**config.mk**
```make
export PLATFORM = sky130hd
export DESIGN_NAME = limb_carry_accum_18_flat
export DESIGN_NICKNAME = d
export VERILOG_FILES = /design/src/rtl/limb_carry_accum_18_pkg.sv /design/src/rtl/limb_carry_accum_18_if.sv /design/src/rtl/limb_carry_accum_18_out_slice.sv /design/src/rtl/limb_carry_accum_18.sv /design/src/flat_wrapper.sv
export SDC_FILE = /design/constraint.sdc
export NUM_CORES = 1
export LEC_CHECK = 0
export ABC_AREA = 0
export CAP_MARGIN = 10
export CORE_AREA = 4 4 107 109
export DETAILED_ROUTE_END_ITERATION = 10
export DIE_AREA = 0 0 111 113
export GPL_TIMING_DRIVEN = 0
export PLACE_DENSITY_LB_ADDON = 0.15
export SYNTH_ARGS = -nofsm -noshare
export SYNTH_HDL_FRONTEND = slang
export SYNTH_HIERARCHICAL = 1
export SYNTH_SLANG_ARGS = --single-unit
```
**constraint.sdc**
```tcl
create_clock -name clk -period 5.8 [get_ports clk]
set_clock_uncertainty 0.15 [all_clocks]
set_input_delay 1.74 -clock clk [delete_from_list [all_inputs] [get_ports clk]]
set_output_delay 1.74 -clock clk [all_outputs]
set_load 0.005 [all_outputs]
```
**src/rtl/limb_carry_accum_18_pkg.sv**
```systemverilog
// Shared limb/product widths, FSM state type and accumulator width helper.
// No logic, no latency.
// No flow control.
package cp_limb_pkg;

    localparam int LIMB_W = 18;
    localparam int PROD_W = 36;

    typedef enum logic [1:0] {
        ACCUM = 2'd0,
        FLUSH = 2'd1,
        DRAIN = 2'd2
    } state_e;

    // Accumulator keeps GUARD headroom bits above a full product.
    function automatic int acc_width(input int guard);
        return PROD_W + guard;
    endfunction

endpackage

```
**src/rtl/limb_carry_accum_18_if.sv**
```systemverilog
// Product-in / limb-out handshake bundle for limb_carry_accum_18.
// No logic, no latency.
// Valid/ready on both sides; master drives products and out_ready.
interface limb_carry_accum_18_if;
    import cp_limb_pkg::*;

    logic              in_valid;
    logic              in_ready;
    logic [PROD_W-1:0] p_in;
    logic              p_last;
    logic              p_final;
    logic              out_valid;
    logic              out_ready;
    logic [LIMB_W-1:0] out_limb;
    logic              out_last;
    logic              done;
    logic              ovf;

    modport master (
        output in_valid, p_in, p_last, p_final, out_ready,
        input  in_ready, out_valid, out_limb, out_last, done, ovf
    );

    modport slave (
        input  in_valid, p_in, p_last, p_final, out_ready,
        output in_ready, out_valid, out_limb, out_last, done, ovf
    );

endinterface

```
**src/rtl/limb_carry_accum_18_out_slice.sv**
```systemverilog
// Single-entry valid/ready output register holding one limb and its last flag.
// Latency: load in cycle t appears on out_valid in t+1.
// Backpressure: free only when empty or draining this cycle; contents held until transfer.
module limb_out_slice
    import cp_limb_pkg::*;
(
    input  logic              clk,
    input  logic              sclr,
    input  logic              ce,
    input  logic              load,
    input  logic [LIMB_W-1:0] load_limb,
    input  logic              load_last,
    input  logic              out_ready,
    output logic              out_valid,
    output logic [LIMB_W-1:0] out_limb,
    output logic              out_last,
    output logic              free
);

    // Not gated by ce: the upstream ready is allowed to look through a stalled clock.
    assign free = !out_valid || out_ready;

    always_ff @(posedge clk) begin
        if (sclr) begin
            out_valid <= 1'b0;
            out_limb  <= '0;
            out_last  <= 1'b0;
        end else if (ce) begin
            if (load) begin
                out_valid <= 1'b1;
                out_limb  <= load_limb;
                out_last  <= load_last;
            end else if (out_ready) begin
                out_valid <= 1'b0;
            end
        end
    end

endmodule

```
**src/rtl/limb_carry_accum_18.sv**
```systemverilog
// Column accumulator: sums 36-bit products per column, emits 18-bit limbs, flushes carry limbs. Macro LIMB_ACC_OVF_CHECK_EN enables sticky ovf.
// Latency: column-closing beat accepted in cycle t -> limb valid in t+1; flush adds FLUSH_LIMBS+1 cycles.
// Backpressure: in_ready only in ACCUM with a free output register; ce=0 freezes everything.
module limb_carry_accum_18
    import cp_limb_pkg::*;
#(
    parameter int GUARD       = 8,
    parameter int FLUSH_LIMBS = 2
) (
    input  logic                 clk,
    input  logic                 sclr,
    input  logic                 ce,
    limb_carry_accum_18_if.slave bus
);

    localparam int ACC_W = acc_width(GUARD);
    localparam int CNT_W = $clog2(FLUSH_LIMBS + 1);

    generate
        if (FLUSH_LIMBS < (ACC_W - LIMB_W + LIMB_W - 1) / LIMB_W) begin : g_bad_flush
            $error("FLUSH_LIMBS too small to drain the accumulator");
        end
    endgenerate

    state_e            state;
    logic [ACC_W-1:0]  acc;
    logic [ACC_W-1:0]  sum;
    logic [CNT_W-1:0]  flush_cnt;
    logic              free;
    logic              accept;
    logic              col_end;
    logic              col_final;
    logic              flush_load;
    logic              flush_last;
    logic              load;
    logic              load_last;
    logic              xfer_last;
    logic [LIMB_W-1:0] load_limb;

    assign bus.in_ready = (state == ACCUM) && free;
    assign accept       = bus.in_valid && bus.in_ready && ce;
    assign col_end      = accept && bus.p_last;
    // p_final without p_last is ignored.
    assign col_final    = col_end && bus.p_final;

`ifdef LIMB_ACC_OVF_CHECK_EN
    logic [ACC_W:0] sum_full;
    logic           ovf_q;

    assign sum_full = {1'b0, acc} + (ACC_W + 1)'(bus.p_in);
    assign sum      = sum_full[ACC_W-1:0];

    // Accumulator still wraps; the carry-out only records that it happened.
    always_ff @(posedge clk) begin
        if (sclr) begin
            ovf_q <= 1'b0;
        end else if (accept && sum_full[ACC_W]) begin
            ovf_q <= 1'b1;
        end
    end

    assign bus.ovf = ovf_q;
`else
    assign sum     = acc + ACC_W'(bus.p_in);
    assign bus.ovf = 1'b0;
`endif

    assign flush_load = (state == FLUSH) && free && ce;
    assign flush_last = (flush_cnt == CNT_W'(FLUSH_LIMBS - 1));
    assign load       = col_end || flush_load;
    assign load_limb  = flush_load ? acc[LIMB_W-1:0] : sum[LIMB_W-1:0];
    assign load_last  = flush_load && flush_last;
    assign xfer_last  = (state == DRAIN) && bus.out_valid && bus.out_ready && ce && bus.out_last;
    assign bus.done   = xfer_last;

    always_ff @(posedge clk) begin
        if (sclr) begin
            state     <= ACCUM;
            acc       <= '0;
            flush_cnt <= '0;
        end else if (ce) begin
            case (state)
                ACCUM: begin
                    if (accept) begin
                        acc <= bus.p_last ? (sum >> LIMB_W) : sum;
                        if (col_final) begin
                            state     <= FLUSH;
                            flush_cnt <= '0;
                        end
                    end
                end
                FLUSH: begin
                    if (free) begin
                        acc       <= acc >> LIMB_W;
                        flush_cnt <= flush_cnt + 1'b1;
                        if (flush_last) begin
                            state <= DRAIN;
                        end
                    end
                end
                DRAIN: begin
                    if (xfer_last) begin
                        acc   <= '0;
                        state <= ACCUM;
                    end
                end
                default: state <= ACCUM;
            endcase
        end
    end

    limb_out_slice u_out (
        .clk       (clk),
        .sclr      (sclr),
        .ce        (ce),
        .load      (load),
        .load_limb (load_limb),
        .load_last (load_last),
        .out_ready (bus.out_ready),
        .out_valid (bus.out_valid),
        .out_limb  (bus.out_limb),
        .out_last  (bus.out_last),
        .free      (free)
    );

endmodule
```
**src/flat_wrapper.sv**
```systemverilog
// flat-port wrapper written by rule: the top's interface ports become plain ports
module limb_carry_accum_18_flat import cp_limb_pkg::*;
#(
    parameter int GUARD       = 8,
    parameter int FLUSH_LIMBS = 2
)
  (clk, sclr, ce, bus_in_valid, bus_p_in, bus_p_last, bus_p_final, bus_out_ready, bus_in_ready, bus_out_valid, bus_out_limb, bus_out_last, bus_done, bus_ovf);
  limb_carry_accum_18_if bus_i ();
  input  logic clk;
  input  logic sclr;
  input  logic ce;
  input wire logic [$bits(bus_i.in_valid)-1:0] bus_in_valid;
  input wire logic [$bits(bus_i.p_in)-1:0] bus_p_in;
  input wire logic [$bits(bus_i.p_last)-1:0] bus_p_last;
  input wire logic [$bits(bus_i.p_final)-1:0] bus_p_final;
  input wire logic [$bits(bus_i.out_ready)-1:0] bus_out_ready;
  output wire logic [$bits(bus_i.in_ready)-1:0] bus_in_ready;
  output wire logic [$bits(bus_i.out_valid)-1:0] bus_out_valid;
  output wire logic [$bits(bus_i.out_limb)-1:0] bus_out_limb;
  output wire logic [$bits(bus_i.out_last)-1:0] bus_out_last;
  output wire logic [$bits(bus_i.done)-1:0] bus_done;
  output wire logic [$bits(bus_i.ovf)-1:0] bus_ovf;
  assign bus_i.in_valid = bus_in_valid;
  assign bus_i.p_in = bus_p_in;
  assign bus_i.p_last = bus_p_last;
  assign bus_i.p_final = bus_p_final;
  assign bus_i.out_ready = bus_out_ready;
  assign bus_in_ready = bus_i.in_ready;
  assign bus_out_valid = bus_i.out_valid;
  assign bus_out_limb = bus_i.out_limb;
  assign bus_out_last = bus_i.out_last;
  assign bus_done = bus_i.done;
  assign bus_ovf = bus_i.ovf;
  limb_carry_accum_18 #(.GUARD(GUARD), .FLUSH_LIMBS(FLUSH_LIMBS)) u_core (.clk(clk), .sclr(sclr), .ce(ce), .bus(bus_i));
endmodule
```
==> flow_metrics.tcl <==
set metrics [dict create \
    vias 5839 \
    routedWlPerCell_um 18.8 \
    finalNetCount 893 \
    netlist_area_mm2 0.00566 \
    antenna_found_initial 0 \
    drt-vias-per-instance 6.13 \
    critical_path.cell_chain "clkdlybuf4s50_1 > nand3_1 > nor2_1 > clkdlybuf4s50_1" \
    antennaDiodeCount 0 \
    crit_fanout 11 \
    drtAntennaViolNets 0 \
    met2_length_mm 8.23 \
    synth-edff-count 0 \
    hold_class "reg2reg" \
    cp_top_family "buffers and inverters" \
    ys_top_cells_by_area "dfxtp_1 (24%), ha_1 (9.1%), nand2_1 (5.6%), a21oi_1 (5.0%), nor2_1 (4.7%)" \
    overflow 0 \
    drv_slew 0 \
    postCtsSetupRepairBufs 0 \
    route.met3.wl_mm 1.27 \
    p_leak_uw 0.00267 \
    dieArea_mm2 0.0125 \
    clock_path_buffers 2 \
    highest_layer "met4" \
    drt_iter0_drc 511 \
    drt-total-wl_mm 17.9 \
    crit_slowest_cell "clkdlybuf4s50_1" \
    cts_resized 0 \
    path_buf_inv 2 \
    setup_viol 0 \
    rsz0062_at_grt "no" \
    start_util_pct 53.4 \
    dr.pass1.iters 6 \
    insertion_delay_ns 0.36 \
    hold_viol_final 0 \
    coreArea_mm2 0.0106 \
    cts_tree "yes" \
    synth.top_cell.area_share_pct 24.0 \
    layout-drive-gt1-share_pct 11.2 \
    synthDistinctLibCells 72 \
    ys_async_sr_fraction_pct 0 \
    synth_seq_cells 68 \
    syn_nets 818 \
    syn_to_final_growth_pct 18.6 \
    chipWidth_um 111 \
    synth_cells 733 \
    pin_count 66 \
    avgSynthCellArea_um2 7.72 \
    crit_arrival_ns 3.30 \
    cts_root_buf "clkbuf_8" \
    fmax_ghz 0.193 \
    clock_sinks 68 \
    grt_pass1_wl_mm 28.5 \
    status "finished, final reports clean" \
    ir_drop_uv 106 \
    wl_met1_mm 7.77 \
    die_y_um 113 \
    grt_max_degree 13 \
    dp_hpwl_mm 14.0 \
    synth_common_cells "nand2_1 (85), nor2_1 (71), dfxtp_1 (68), a21oi_1 (57), ha_1 (41)" \
    tightestPinTransition_ns 0.835 \
    period_share_pct 89.5 \
    place_congestion 0.938 \
    grt_usage_pct 28.1 \
    crit_type "in2out" \
    seq_area_frac_synth_pct 24.0 \
    ys_warn_count 6 \
    synth_top_cell_by_area "dfxtp_1" \
    drc 0 \
    critPathLaunchType "input pin" \
    hold_buffers 0 \
    synth_ff_type "dfxtp_1" \
    min_period_ns 5.19 \
    h-tree-depth 3 \
    rows 38 \
    grt_pass1_vias 5505 \
    required_ns 3.91 \
    yosysMostFrequentCell "nand2_1" \
    crit_top_cell "clkdlybuf4s50_1" \
    max_slew_margin_pct 44.1 \
    end_kind "output port" \
    holdWs_ns 0.350 \
    cap_violations 0 \
    clk_pin_slew_worst_paths_ns 0.08 \
    setup_tns_ns 0 \
    cts_buffers 9 \
    powerDensity_mw_per_mm2 206 \
    cpPeakStageDelay_ns 0.77 \
    port_buffers 64 \
]
[flip-flops by register name (all words and copies together) (netlist names)]
register                flops
u_core/acc                 44
u_core/flush_cnt            2
u_core/state                2
u_core/u_out/out_last       1
u_core/u_out/out_limb      18
u_core/u_out/out_valid      1
[power by group]
group | switching [uW] | internal, uW
logic | 249 | 162
registers | 21.1 | 486
clock network | 194 | 266
total | 464 | 915
[cells by family after synthesis]
| group | count (synthesis) | share of synthesized area [%] |
|---|---|---|
| simple gates | 268 | 22.9 |
| compound gates | 250 | 31.9 |
| flops | 68 | 24.0 |
| buf+inv | 65 | 5.53 |
| fa+ha+maj | 42 | 9.42 |
| xor+xnor | 35 | 5.42 |
| mux | 4 | 0.707 |
| other cells | 1 | 0.0662 |
[cell type report]
type                       instances  area (um2)
timing repair buffer              64         641
multi-input combinational        600        3990
clock inverter                     5        83.8
inverter                          16        60.1
sequential                        68        1360
fill                             940        3890
tap                              140         175
clock buffer                      11         151
buffer                            49         253
[metrics by stage]
step                power (uW)  cell area (um2)  instances  util [%]  worst slack (ns)
detailed placement         916             6480        937      61.1             0.424
global placement           909             6480        937      61.1             0.499
floorplan                  777             5660        733         -              1.44
global route              1440             6710        953      63.3             0.490
CTS                       1370             6710        953      63.3             0.586
finish                    1380             6710        953      63.3             0.610
[placed cells by master, fill, tap and decap left out, drive strengths merged, types with 38 or more instances in the layout]
master and n:
nand2 87, dfxtp 68, ha 41, nor2 71, a21oi 81, clkdlybuf4s50 64
clkbuf 38, o21ai 43, nand3 43
[final timing paths]
kind	start	endpoint	slack, ns	cells past startpoint
max	ce	bus_done	0.61	4
min	u_core/flush_cnt[1]$_SDFFE_PP0P_	u_core/flush_cnt[1]$_SDFFE_PP0P_	0.35	2
max reg2reg	u_core/acc[0]$_SDFFE_PP0P_	u_core/acc[14]$_SDFFE_PP0P_	2.13	13
min reg2reg	u_core/flush_cnt[1]$_SDFFE_PP0P_	u_core/flush_cnt[1]$_SDFFE_PP0P_	0.35	2
[per-layer routing]
metal  vias to the layer above  track usage, %
met5                         -               0
met4                         0            10.7
met3                        45            3.96
met2                       286            47.8
met1                      2677            36.3
li1                       2831               -
[tightest hold or removal path, stage by stage, from the launching register on]
cell and delay [ns]:
dfxtp_1 0.33, a21oi_1 0.06, nor2_1 0.07
(Power assumes the default switching activity.)
